$ cat config.mk
export PLATFORM = sky130hd
export DESIGN_NAME = tipi_4bit_bus_master_flat
export DESIGN_NICKNAME = d
export VERILOG_FILES = /design/src/rtl/tipi_4bit_bus_master_if.sv /design/src/rtl/tipi_4bit_bus_master.sv /design/src/flat_wrapper.sv
export SDC_FILE = /design/constraint.sdc
export NUM_CORES = 1
export LEC_CHECK = 0
export ABC_CLOCK_PERIOD_IN_PS = 2200
export CORE_MARGIN = 2
export CORE_UTILIZATION = 59
export CTS_BUF_LIST = sky130_fd_sc_hd__clkbuf_8
export DETAILED_ROUTE_END_ITERATION = 10
export DONT_BUFFER_PORTS = 1
export PLACE_DENSITY = 0.75
export SYNTH_ARGS = -nofsm -noshare
export SYNTH_HDL_FRONTEND = slang
export SYNTH_SLANG_ARGS = --single-unit
$ cat constraint.sdc
create_clock -name clk -period 2.2 [get_ports clk]
set_clock_uncertainty 0.05 [all_clocks]
set_input_delay 0.44 -clock clk [delete_from_list [all_inputs] [get_ports clk]]
set_output_delay 0.44 -clock clk [all_outputs]
set_load 0.01 [all_outputs]
$ cat src/rtl/tipi_4bit_bus_master_if.sv
`default_nettype none
// ============================================================================
// Module      : tipi_4bit_bus_master_if
// Description : Host handshake and TIPI nibble-bus signals of the bus master.
// Revision    : 1.0 - initial release
// ============================================================================
interface tipi_4bit_bus_master_if;
    logic       start;
    logic [1:0] op;
    logic [7:0] wdata;
    logic       sync;
    logic       busy;
    logic       done;
    logic [7:0] rdata;
    logic       bus_clk;
    logic       bus_rst;
    logic [3:0] bus_data_out;
    logic       bus_data_oe;
    logic [3:0] bus_data_in;

    modport master (
        input  start, op, wdata, sync, bus_data_in,
        output busy, done, rdata, bus_clk, bus_rst, bus_data_out, bus_data_oe
    );

    modport slave (
        output start, op, wdata, sync, bus_data_in,
        input  busy, done, rdata, bus_clk, bus_rst, bus_data_out, bus_data_oe
    );
endinterface
`default_nettype wire

$ cat src/rtl/tipi_4bit_bus_master.sv
`default_nettype none
// ============================================================================
// Module      : tipi_4bit_bus_master
// Description : TIPI 4-bit bus master; select nibble then one byte as two nibbles.
// Revision    : 1.0 - initial release
// ============================================================================
module tipi_4bit_bus_master #(
    parameter int HALF       = 4,
    parameter int RST_CYCLES = 8
) (
    input  wire logic               clk,
    input  wire logic               reset,
    tipi_4bit_bus_master_if.master  bus
);

    localparam int HW = $clog2(HALF + 1);
    localparam int RW = $clog2(RST_CYCLES + 1);
    localparam logic [HW-1:0] HALF_LAST = HW'(HALF - 1);
    localparam logic [RW-1:0] RST_LAST  = RW'(RST_CYCLES - 1);

    typedef enum logic [1:0] {
        ST_RST  = 2'd0,
        ST_IDLE = 2'd1,
        ST_XFER = 2'd2,
        ST_DONE = 2'd3
    } state_t;

    state_t        state_q, state_d;
    logic [2:0]    phase_q, phase_d;
    logic [HW-1:0] half_q, half_d;
    logic [RW-1:0] rst_cnt_q, rst_cnt_d;
    logic [1:0]    op_q, op_d;
    logic [7:0]    wdata_q, wdata_d;
    logic [7:0]    rdata_q, rdata_d;
    logic          bus_clk_q, bus_clk_d;
    logic          bus_rst_q, bus_rst_d;
    logic [3:0]    out_q, out_d;
    logic          oe_q, oe_d;
    logic          busy_q, busy_d;
    logic          done_q, done_d;
    logic          phase_start;

    always_comb begin
        state_d     = state_q;
        phase_d     = phase_q;
        half_d      = half_q;
        rst_cnt_d   = rst_cnt_q;
        op_d        = op_q;
        wdata_d     = wdata_q;
        rdata_d     = rdata_q;
        out_d       = out_q;
        oe_d        = oe_q;
        phase_start = 1'b0;

        case (state_q)
            ST_RST: begin
                if (rst_cnt_q == RST_LAST) begin
                    state_d   = ST_IDLE;
                    rst_cnt_d = '0;
                end else begin
                    rst_cnt_d = rst_cnt_q + RW'(1);
                end
            end
            ST_IDLE: begin
                // sync wins over a simultaneous start, which is dropped
                if (bus.sync) begin
                    state_d   = ST_RST;
                    rst_cnt_d = '0;
                end else if (bus.start) begin
                    state_d     = ST_XFER;
                    phase_d     = 3'd0;
                    half_d      = HALF_LAST;
                    op_d        = bus.op;
                    wdata_d     = bus.wdata;
                    phase_start = 1'b1;
                end
            end
            ST_XFER: begin
                if (half_q == '0 && !op_q[1]) begin
                    if (phase_q == 3'd4) rdata_d[7:4] = bus.bus_data_in;
                    if (phase_q == 3'd6) rdata_d[3:0] = bus.bus_data_in;
                end
                if (half_q != '0) begin
                    half_d = half_q - HW'(1);
                end else begin
                    half_d = HALF_LAST;
                    if (phase_q == 3'd6) begin
                        state_d = ST_DONE;
                    end else begin
                        phase_d     = phase_q + 3'd1;
                        phase_start = 1'b1;
                    end
                end
            end
            ST_DONE: begin
                state_d = ST_IDLE;
            end
            default: begin
                state_d = ST_RST;
            end
        endcase

        // Outputs are registered from the next state so they line up with it
        bus_rst_d = (state_d == ST_RST);
        busy_d    = (state_d != ST_IDLE);
        done_d    = (state_d == ST_DONE);
        bus_clk_d = (state_d == ST_XFER) && phase_d[0];

        if (state_d != ST_XFER) oe_d = 1'b0;

        if (phase_start) begin
            case (phase_d)
                3'd0: begin
                    oe_d  = 1'b1;
                    out_d = {2'b00, op_d};
                end
                3'd2: begin
                    if (op_d[1]) out_d = wdata_d[7:4];
                    else         oe_d  = 1'b0;
                end
                3'd4: begin
                    if (op_d[1]) out_d = wdata_d[3:0];
                end
                3'd6: begin
                    if (op_d[1]) begin
                        oe_d  = 1'b0;
                        out_d = 4'h0;
                    end
                end
                default: begin
                end
            endcase
        end
    end

    always_ff @(posedge clk or negedge reset) begin
        if (!reset) begin
            state_q   <= ST_RST;
            phase_q   <= 3'd0;
            half_q    <= '0;
            rst_cnt_q <= '0;
            op_q      <= 2'b00;
            wdata_q   <= 8'h00;
            rdata_q   <= 8'h00;
            bus_clk_q <= 1'b0;
            bus_rst_q <= 1'b1;
            out_q     <= 4'h0;
            oe_q      <= 1'b0;
            busy_q    <= 1'b1;
            done_q    <= 1'b0;
        end else begin
            state_q   <= state_d;
            phase_q   <= phase_d;
            half_q    <= half_d;
            rst_cnt_q <= rst_cnt_d;
            op_q      <= op_d;
            wdata_q   <= wdata_d;
            rdata_q   <= rdata_d;
            bus_clk_q <= bus_clk_d;
            bus_rst_q <= bus_rst_d;
            out_q     <= out_d;
            oe_q      <= oe_d;
            busy_q    <= busy_d;
            done_q    <= done_d;
        end
    end

    assign bus.busy         = busy_q;
    assign bus.done         = done_q;
    assign bus.rdata        = rdata_q;
    assign bus.bus_clk      = bus_clk_q;
    assign bus.bus_rst      = bus_rst_q;
    assign bus.bus_data_out = out_q;
    assign bus.bus_data_oe  = oe_q;

endmodule
`default_nettype wire

$ cat src/flat_wrapper.sv
// flat-port wrapper written by rule: the top's interface ports become plain ports
module tipi_4bit_bus_master_flat 
#(
    parameter int HALF       = 4,
    parameter int RST_CYCLES = 8
)
  (clk, reset, bus_start, bus_op, bus_wdata, bus_sync, bus_bus_data_in, bus_busy, bus_done, bus_rdata, bus_bus_clk, bus_bus_rst, bus_bus_data_out, bus_bus_data_oe);
  tipi_4bit_bus_master_if bus_i ();
  input  wire logic clk;
  input  wire logic reset;
  input wire logic [$bits(bus_i.start)-1:0] bus_start;
  input wire logic [$bits(bus_i.op)-1:0] bus_op;
  input wire logic [$bits(bus_i.wdata)-1:0] bus_wdata;
  input wire logic [$bits(bus_i.sync)-1:0] bus_sync;
  input wire logic [$bits(bus_i.bus_data_in)-1:0] bus_bus_data_in;
  output wire logic [$bits(bus_i.busy)-1:0] bus_busy;
  output wire logic [$bits(bus_i.done)-1:0] bus_done;
  output wire logic [$bits(bus_i.rdata)-1:0] bus_rdata;
  output wire logic [$bits(bus_i.bus_clk)-1:0] bus_bus_clk;
  output wire logic [$bits(bus_i.bus_rst)-1:0] bus_bus_rst;
  output wire logic [$bits(bus_i.bus_data_out)-1:0] bus_bus_data_out;
  output wire logic [$bits(bus_i.bus_data_oe)-1:0] bus_bus_data_oe;
  assign bus_i.start = bus_start;
  assign bus_i.op = bus_op;
  assign bus_i.wdata = bus_wdata;
  assign bus_i.sync = bus_sync;
  assign bus_i.bus_data_in = bus_bus_data_in;
  assign bus_busy = bus_i.busy;
  assign bus_done = bus_i.done;
  assign bus_rdata = bus_i.rdata;
  assign bus_bus_clk = bus_i.bus_clk;
  assign bus_bus_rst = bus_i.bus_rst;
  assign bus_bus_data_out = bus_i.bus_data_out;
  assign bus_bus_data_oe = bus_i.bus_data_oe;
  tipi_4bit_bus_master #(.HALF(HALF), .RST_CYCLES(RST_CYCLES)) u_core (.clk(clk), .reset(reset), .bus(bus_i));
endmodule
======== Word level (Yosys, flattened, before mapping) ========
Index checks and enable logic that the tools add are counted.
cells by class
  mux-type cells .......................... 38
  reductions and logical operators ........ 16
  equality and inequality tests ........... 19
  add/subtract/negate cells ............... 3
operators by type and width
  cell                                                              number
  8-bit two-way mux                                                 3
  3-bit two-way mux                                                 7
  4-bit two-way mux                                                 5
  2-bit two-way mux                                                 8
  4-bit one-hot mux with 4 select lines                             1
  3-bit == test (second input constant)                             4
  3-bit one-hot mux with 2 select lines                             2
  3-bit AND reduction                                               3
  2-bit == test (second input constant)                             4
  1-bit two-way mux                                                 8
  2-bit by 1-bit != test with 1-bit output (second input constant)  4
  2-bit != test (second input constant)                             4
  2-bit one-hot mux with 4 select lines                             1
  4-bit one-hot mux with 2 select lines                             1
  3-bit zero test                                                   2
  5-bit AND reduction                                               1
  4-bit by 1-bit adder with 4-bit output (second input constant)    1
  4-bit by 3-bit == test with 1-bit output (second input constant)  1
  2-bit zero test                                                   2
  2-bit nonzero test                                                2
  4-bit nonzero test                                                1
  3-bit by 1-bit adder with 3-bit output (second input constant)    1
  3-bit by 2-bit == test with 1-bit output (second input constant)  1
  1-bit one-hot mux with 3 select lines                             1
  7 further kinds                                                   8
word-level totals
  bits of input ports ..................... 18
  word-level logic and storage cells ...... 90
  output and inout bits ................... 17
  register bits after elaboration ......... 39

======== Depth between registers and ports, before layout ========
  depth in word-level cells ............... 9
  gate-level depth with buffers ........... 10
  depth with buffers taken out ............ 9

======== Worst setup path before layout ========
OpenSTA, ideal clock, no wires.
  path type ............................... flip-flop to flip-flop
  from .................................... reg u_core.state_q[0]
  to ...................................... reg u_core.out_q[1] (netlist: u_core.bus.bus_data_out[1])
  stages on the path, launching flop included .. 9
  path slack .............................. -0.170 ns
  period minus slack after synthesis ...... 2.370 ns
  setup time .............................. 0.125 ns
  arrival time ............................ 2.196 ns
  required time ........................... 2.025 ns
  cells stage by stage .................... dfrtp_1 -> inv_1 -> ha_1 -> and4b_4 -> a21boi_4 -> a211oi_4 -> a31oi_1 -> nor2_2 -> mux2_2
between the ends
  longest elaborated chain between the ends .. 5
  elaborated cells between the ends (all ways) .. 18
  those cells by class .................... eq/ne (8); mux (7); reduce/logical (3)
ends and longest elaborated chain
  element                                                                                                 line                         RTL
  start, declared                                                                                         tipi_4bit_bus_master.sv:28   state_t state_q, state_d;
  start signal, assigned                                                                                  tipi_4bit_bus_master.sv:152  state_q <= state_d;
  2-bit == test / 2-bit by 1-bit == test with 1-bit output (equally long branches)                        tipi_4bit_bus_master.sv:55   case (state_q)
  3-bit one-hot mux with 2 select lines                                                                   tipi_4bit_bus_master.sv:55
  3-bit == test, or another cell as far along                                                             tipi_4bit_bus_master.sv:112  case (phase_d)
  2-bit by 1-bit != test with 1-bit output (no source line) / 4-bit nonzero test (equally long branches)  n/a
  5-bit AND reduction (no source line)                                                                    n/a
  end signal, assigned                                                                                    tipi_4bit_bus_master.sv:161  out_q <= out_d;
  end, declared                                                                                           tipi_4bit_bus_master.sv:37   logic [3:0] out_q, out_d;
Several ways; a longest one is shown, not always the timed one. The select of a mux whose other input is x is not followed.
A chain may end at the register's enable or synchronous reset.

======== Final worst setup path ========
  from .................................... reg u_core.state_q[0]
  to ...................................... reg u_core.out_q[0] (netlist: u_core.bus.bus_data_out[0])
Same word-level chain as after synthesis.

==> impl_metrics.ini <==
[run_status]
status = finished with violations
failed_checks = setup timing

[power_and_ir_drop]
ir_drop_uv = 801
p_comb_frac = 0.482
power_leakage_nw = 1.11
totalPowerFinal_w = 0.00320
p_sw_frac = 0.377
p_sw_w = 0.00120
power_frac_clock = 0.142
p_int_w = 0.00199
power.share.sequential = 0.375
p_per_area_nw_per_um2 = 1290

[sta]
tightest_slew_ns = 0.427
period_needed_ns = 2.25
max_freq_mhz = 445
post-route-period-util = 1.02
slew_headroom = 0.712
timing.hold.ws_ns = 0.241
setup_violations = 4
hold_violations = 0
slew_violations = 0
fin_ws_ns = -0.0460
rsz0062_at_grt = true

[finish]
num-fill-cells = 229
drive_gt1_frac = 0.374
areaGrowthSynthToFinish_pct = 21.8
layout.cells.non_filler = 257
nets = 238
antenna_cells = 0

[placed_design]
place_ws_ns = -0.0615
portBuffers = 0
dp.cells = 239
detailed_place_hpwl_um = 3080
routabilityCongestion = 0.849

[yosys]
synth-seq-area-share = 0.481
synth_fp_nets = 208
synthFlopType = dfrtp_1
netlist.area_leader.share = 0.455
yosys.area.top_type = dfrtp_1
synth_cell_type_count = 49
synth-edff-count = 0
synthTopCellsByArea = dfrtp_1 46%, mux2_2 11%, ha_1 6.2%
syn_avg_cell_area_um2 = 11.3
yosys_warnings = 0
async_reset_ff_frac = 1.00
syn_area_um2 = 2030
netlist_instances = 180
ys_seq_elements = 39

[global_routing]
grt_max_degree = 40
grt_usage = 0.242
grt_overflow = 0
grt_first_pass_wirelength_um = 7330
antenna_found_initial = 0
grt_pass1_vias = 1547

[detailed_routing]
route.vias.total = 1523
route.detailed.drc = 0
drt_iter0_drc = 72
firstDrtPassIters = 4
viasPerCell = 5.93
antenna_left = 0
wire_per_inst_um = 17.3
drt_wl_total_um = 4460

[critical_path]
slowest_stage = dfrtp_1
crit_start = u_core.state_q[0]
path_class = reg2reg
startpoint_type = flop
cp.depth = 9
required_ns = 2.33
critical_path_peak_fanout = 4
r2r_slack_ns = -0.05
cp-end-kind = flop
r2r-start = u_core.state_q[0]
cp_top_family = compound AO/OA/AOI/OAI gates
crit_buf_inv = 2
crit_arrival_ns = 2.38
worstRegToRegCells = 9
crit_chain = inv_2 > ha_4 > and4b_4 > a21boi_4 > a211oi_4 > a31oi_1 > nor2_2 > buf_6 > mux2_4
rr_endpoint = u_core.bus.bus_data_out[0]
critPathMaxStageDelay_ns = 0.42
endpoint = u_core.bus.bus_data_out[0]

[floorplan]
die_w_um = 62.7
dieArea_um2 = 3930
ios = 35
core_um2 = 3340
die_y_um = 62.7
start_util = 0.610
fp-row-count = 21

[cts]
clkTransAtPathRegs_ns = 0.07
clk_latency_ns = 0.29
clock_path_buffers = 2
htree_levels = 2
cts_buffers = 5
cts_tree = yes
clkSinkCount = 39
root_buffer = clkbuf_8

[flow_run]
maxCapViolCount = 0

[min_path]
min_path_type = in2reg
[synthesized netlist by cell type, types with 2 or more instances]
master,count
nand2_1,11
nand4_1,3
nand2b_1,3
a211oi_2,2
nand3_1,11
o21ai_0,7
a21oi_1,7
nor3_1,3
ha_1,10
inv_1,12
nand3b_1,3
mux2i_1,3
mux2_2,20
a211oi_1,2
nor2b_1,3
a31oi_1,4
inv_2,2
o22ai_1,2
dfrtp_1,37
nor2_1,4
buf_2,2
dfstp_2,2
[power by group through the flow]
stage	sequential (W)	combinational, W	clock [W]
after detailed placement	0.00121	0.00128	0
after global routing	0.00122	0.00168	0.000498
after global placement	0.00119	0.00122	0
after floorplan	0.00116	0.000908	0
after CTS	0.00120	0.00138	0.000465
final	0.00120	0.00154	0.000455
[worst min path at each step]
stage | startpoint | depth (start not counted) | slack [ns] | to
final | bus_start | 2 | 0.24 | u_core.wdata_q[4]
after global routing | bus_bus_data_in[2] | 1 | 0.23 | u_core.bus.rdata[2]
after CTS | bus_start | 2 | 0.24 | u_core.wdata_q[4]
after detailed placement | reset | 0 | 0.1 | u_core.rst_cnt_q[3]
after global placement | reset | 0 | 0.1 | u_core.rst_cnt_q[2]
after floorplan | reset | 0 | 0.09 | u_core.bus.bus_clk
[through the flow]
step	util	area (um2)	setup TNS, ns
after floorplan	-	2050	-0.210
after global placement	0.667	2230	-0.0584
after detailed placement	0.667	2230	-0.141
after CTS	0.715	2380	0
after global routing	0.742	2480	-0.343
final	0.742	2480	-0.181
[cell type report]
type                    instances  area (um2)  area share
multi-input cells             123        1060       0.430
flip-flops and latches         39         978       0.395
repair buffers                 27         238      0.0960
clock buffers                   5        68.8      0.0278
inverters                      14        57.6      0.0232
well taps                      46        57.6      0.0232
clock inverters                 3        12.5     0.00505
[kinds of logic after synthesis]
family,share of synthesized area
xor+xnor,0.00861
compound gates,0.140
buf+inv,0.0381
flops,0.481
simple gates,0.140
fa+ha+maj,0.0615
mux,0.131
[flip-flops by register name (all words and copies together) (netlist names)]
name	cells
u_core.rst_cnt_q	4
u_core.bus.busy	1
u_core.bus.done	1
u_core.wdata_q	8
u_core.op_q	2
u_core.bus.bus_data_out	4
u_core.bus.rdata	8
u_core.phase_q	3
u_core.half_q	3
u_core.bus.bus_data_oe	1
u_core.state_q	2
u_core.bus.bus_rst	1
u_core.bus.bus_clk	1
[metal layers]
layer | part of all wire | GRT usage
met1 | 0.40 | 0.301
met2 | 0.52 | 0.418
met3 | 0.055 | 0.0613
met4 | 0.019 | 0.0694
met5 | 0 | 0
[repair_timing]
| item | 4_1_cts | 5_1_grt |
|---|---|---|
| hold buffers | 2 | 0 |
| pin swaps | 3 | 5 |
| endpoints found under the hold margin | 39 | 0 |
| setup endpoints to repair | 5 | 5 |
| resized for setup | 7 | 13 |
| cloned | 0 | 0 |
| setup buffers | 4 | 4 |
[cell usage in the layout, fill, tap and decap left out, types with 2 or more instances in the layout]
cell / synthesis / routed
nor2_1: 4 / 4
clkbuf_8: 0 / 5
nor3_1: 3 / 3
nand2_1: 11 / 11
buf_6: 1 / 2
mux2_4: 0 / 4
o21ai_0: 7 / 6
ha_2: 0 / 2
a21oi_1: 7 / 7
a211oi_1: 2 / 2
buf_4: 0 / 22
dfrtp_1: 37 / 37
dfstp_2: 2 / 2
a31oi_1: 4 / 4
inv_2: 2 / 3
mux2_2: 20 / 17
nand3b_1: 3 / 3
mux2i_1: 3 / 3
nand4_1: 3 / 3
buf_12: 0 / 2
ha_4: 0 / 2
ha_1: 10 / 6
inv_4: 0 / 2
nand3_1: 11 / 11
a211oi_2: 2 / 2
nand2b_1: 3 / 3
o22ai_1: 2 / 2
inv_1: 12 / 11
Note: power is estimated with default switching activity, not from simulation.
==> patch, RTL diff (config.mk and constraints unchanged) <==
`HALF` is set to 4 in 2 places; all go to 8.
--- a/src/rtl/tipi_4bit_bus_master.sv
+++ b/src/rtl/tipi_4bit_bus_master.sv
@@ -6,5 +6,5 @@
 // ============================================================================
 module tipi_4bit_bus_master #(
-    parameter int HALF       = 4,
+    parameter int HALF       = 8,
     parameter int RST_CYCLES = 8
 ) (
--- a/src/flat_wrapper.sv
+++ b/src/flat_wrapper.sv
@@ -2,5 +2,5 @@
 module tipi_4bit_bus_master_flat 
 #(
-    parameter int HALF       = 4,
+    parameter int HALF       = 8,
     parameter int RST_CYCLES = 8
 )
Behaviour: no difference found for any inputs over 10 cycles, from zero or initial values and one cycle with reset low; that may be too few to reach the edited logic, so the function may still have changed.
==> patch against the unedited design <==
  * Synthesized area is 4.7% higher
  * Sequential share of layout area is 1.4 points higher
  * Hold slack hardly changed
  * Critical path depth stayed put
  * Combinational power is 34% lower
  * Highest routed layer unchanged
  * Utilization is 1.7 points lower
  * Sequential cell count is 1 higher
  * Total power is 18% lower
  * Synthesized cell count is 5.6% higher
  * Final area is 0.81% lower
  * Setup slack better by 0.056 ns
  * First-iteration DRC count is 15% lower
  * Non-clock buffer count is 2 lower
  * Wire length is 2.7% lower
==> patch: results (changes against the unedited design) <==
.. list-table::
   :header-rows: 1

   * - Metric
     - Value
   * - Share of the synthesized area in compound gates (AO/OA/AOI/OAI)
     - 0.155 (+0.0154)
   * - Drt pass-1 iters
     - 4 (unchanged)
   * - Post-synthesis async set-or-reset flop share
     - 1.00 (unchanged)
   * - Crit Path Class
     - flop to flop
   * - XOR/XNOR share of the synthesized area
     - 0.00411 (-0.00450)
   * - Via count of the first global-routing pass
     - 1,656 (+7.0%)
   * - Outcome
     - finished, final reports clean
   * - Top metal layer carrying routed signals
     - met4
   * - Pin count of the biggest net entering global routing
     - 41 (+2.5%)
   * - Sequential-to-total area share from yosys stat
     - 0.471 (-0.0100)
   * - Tot GR Track Use
     - 0.238 (-0.00374)
   * - Fraction of layout cells with a size suffix above 1
     - 0.343 (-0.0318)
   * - Transition at the pin with the smallest max-transition slack
     - 0.380 ns (-0.0469 ns)
   * - H-tree depth reported by CTS
     - 2 (unchanged)
   * - Global-route wire length before repair
     - 7420 um (+1.2%)
   * - Power Internal
     - 1.69 mW (-15%)
   * - Detailed-placement wirelength estimate
     - 3190 um (+3.5%)
   * - Initial antenna violation count
     - 0 (unchanged)
   * - Data arrival time of the critical path
     - 2.32 ns (-0.06 ns)
   * - Post-synthesis cell type count
     - 47 (-4.1%)
   * - Most numerous cell types in the synthesized netlist
     - 38 x dfrtp_1, 18 x nand2_1, 16 x mux2_2
   * - Total leakage power
     - 1.13 nW (+1.4%)
   * - Met3 Routed Length
     - 246 um (-0.40%)
   * - VDD IR-drop max
     - 0.000924 V (+15%)
   * - Fraction of synthesized area in multiplexers
     - 0.115 (-0.0159)
   * - CTS Root Cell
     - clkbuf_8
   * - Syn nets
     - 218 (+4.8%)
   * - Type of the most critical hold path
     - input port to flop
   * - Vias per cell
     - 5.92 (about the same)
   * - Worst-Skew Late Latency
     - ~0.30 ns
   * - Maximum root-to-sink buffer count
     - 2 (unchanged)
   * - Gp weighted congestion
     - 0.892 (+5.1%)
   * - Inserted Clock Buffers
     - 5 (unchanged)
   * - Met2 routed WL
     - 2270 um (-2.8%)
   * - Syn Std Cell Area
     - 2130 um2 (+4.7%)
   * - Port Buf Inserts
     - 0 (unchanged)
   * - Average detailed-routed wire length per instance
     - 16.5 um (-4.6%)
   * - Synth area leaders
     - dfrtp_1 45%, mux2_2 8.5%, ha_1 5.9%, nand2_1 3.2%, dfstp_2 2.5%
   * - Reg-to-Reg Start
     - u_core.state_q[1]$_DFF_PN0_
   * - WL met1
     - 1720 um (-4.0%)
   * - Reg clk slew, reported paths
     - 0.08 ns
   * - Final-stage net count
     - 243 (+2.1%)
   * - Diode insertion count for antenna repair
     - 0 (unchanged)
   * - DRT iter0 DRCs
     - 61 (-15%)
   * - Number of warning messages in the yosys log
     - 0 (unchanged)
   * - Post-synthesis share of cell area spent on full adders, half adders and majority gates
     - 0.0587 (-0.00278)
   * - Peak fanout along the critical path
     - 6 (+2)
   * - Worst Min Path Start
     - bus_bus_data_in[2]
[patch: final timing paths]
check	depth (start not counted)	slack [ns]	to
min reg2reg	1	0.45	u_core.wdata_q[4]$_DFF_PN0_
max reg2reg	9	0.01	u_core.bus.bus_data_out[0]$_DFFE_PN0P_
min in group asynchronous	2	0.57	u_core.rst_cnt_q[2]$_DFFE_PN0P_
min	1	0.24	u_core.bus.rdata[2]$_DFFE_PN0P_
max	9	0.01	u_core.bus.bus_data_out[0]$_DFFE_PN0P_
max in group asynchronous	2	1.28	u_core.bus.bus_rst$_DFF_PN1_
[patch: final cells by class]
cell class / instances / area (um2)
Clock buffer: 6 / 82.6
Clock inverter: 2 / 11.3
Fill cell: 236 / 932
Inverter: 13 / 51.3
Multi-Input combinational cell: 130 / 1050
Sequential cell: 40 / 1000
Tap cell: 46 / 57.6
Timing Repair Buffer: 25 / 203
[patch: repair_timing]
action	in CTS	in global routing
hold endpoints to repair	40	0
hold buffers	2	0
gates cloned	0	0
resized for setup	2	16
setup endpoints to repair	5	5
pin swaps	2	4
setup buffers	0	1
[patch: kinds of logic (layout without fill, tap and decap cells)]
kind of cell / count (synthesis) / count (layout)
flip-flops: 40 / 40
multiplexers: 22 / 22
XOR/XNOR: 1 / 1
adder cells (fa/ha/maj): 10 / 10
buffers and inverters: 20 / 46
AO/OA/AOI/OAI: 43 / 43
AND/OR/NAND/NOR: 54 / 54
[patch: stage by stage]
stage / total power, mW / setup WS [ns] / TNS, ns / cell area, um2 / instances
3_5_place_dp: 2.02 / -0.101 / -0.177 / 2270 / 251
6_report: 2.62 / 0.0100 / 0 / 2460 / 262
2_1_floorplan: 1.74 / 0.0295 / 0 / 2130 / 190
5_1_grt: 2.79 / -0.0818 / -0.115 / 2460 / 262
3_3_place_gp: 1.96 / -0.0341 / -0.0341 / 2270 / 251
4_1_cts: 2.55 / 0.000760 / 0 / 2400 / 261
[patch: power groups by stage]
stage | Sequential, mW | Combinational (mW) | Clock (mW)
2_1_floorplan | 1.08 | 0.659 | 0
3_3_place_gp | 1.10 | 0.854 | 0
3_5_place_dp | 1.11 | 0.905 | 0
4_1_cts | 1.10 | 0.935 | 0.515
5_1_grt | 1.13 | 1.12 | 0.544
6_report | 1.10 | 1.02 | 0.499
[patch: worst max-delay path, cell delays in order, from the launching register on]
cell      delay (ns)
dfrtp_1         0.38
inv_1           0.10
ha_1            0.25
and2b_1         0.21
nand2_2         0.11
buf_4           0.17
mux2_2          0.35
nor2_1          0.13
a221oi_2        0.04
mux2_4          0.27
[patch: per-layer routing]
layer | track usage | vias to the layer above
met1 | 0.274 | 759
li1 | - | 726
met2 | 0.418 | 52
met4 | 0.0878 | 0
met5 | 0 | -
met3 | 0.0704 | 15
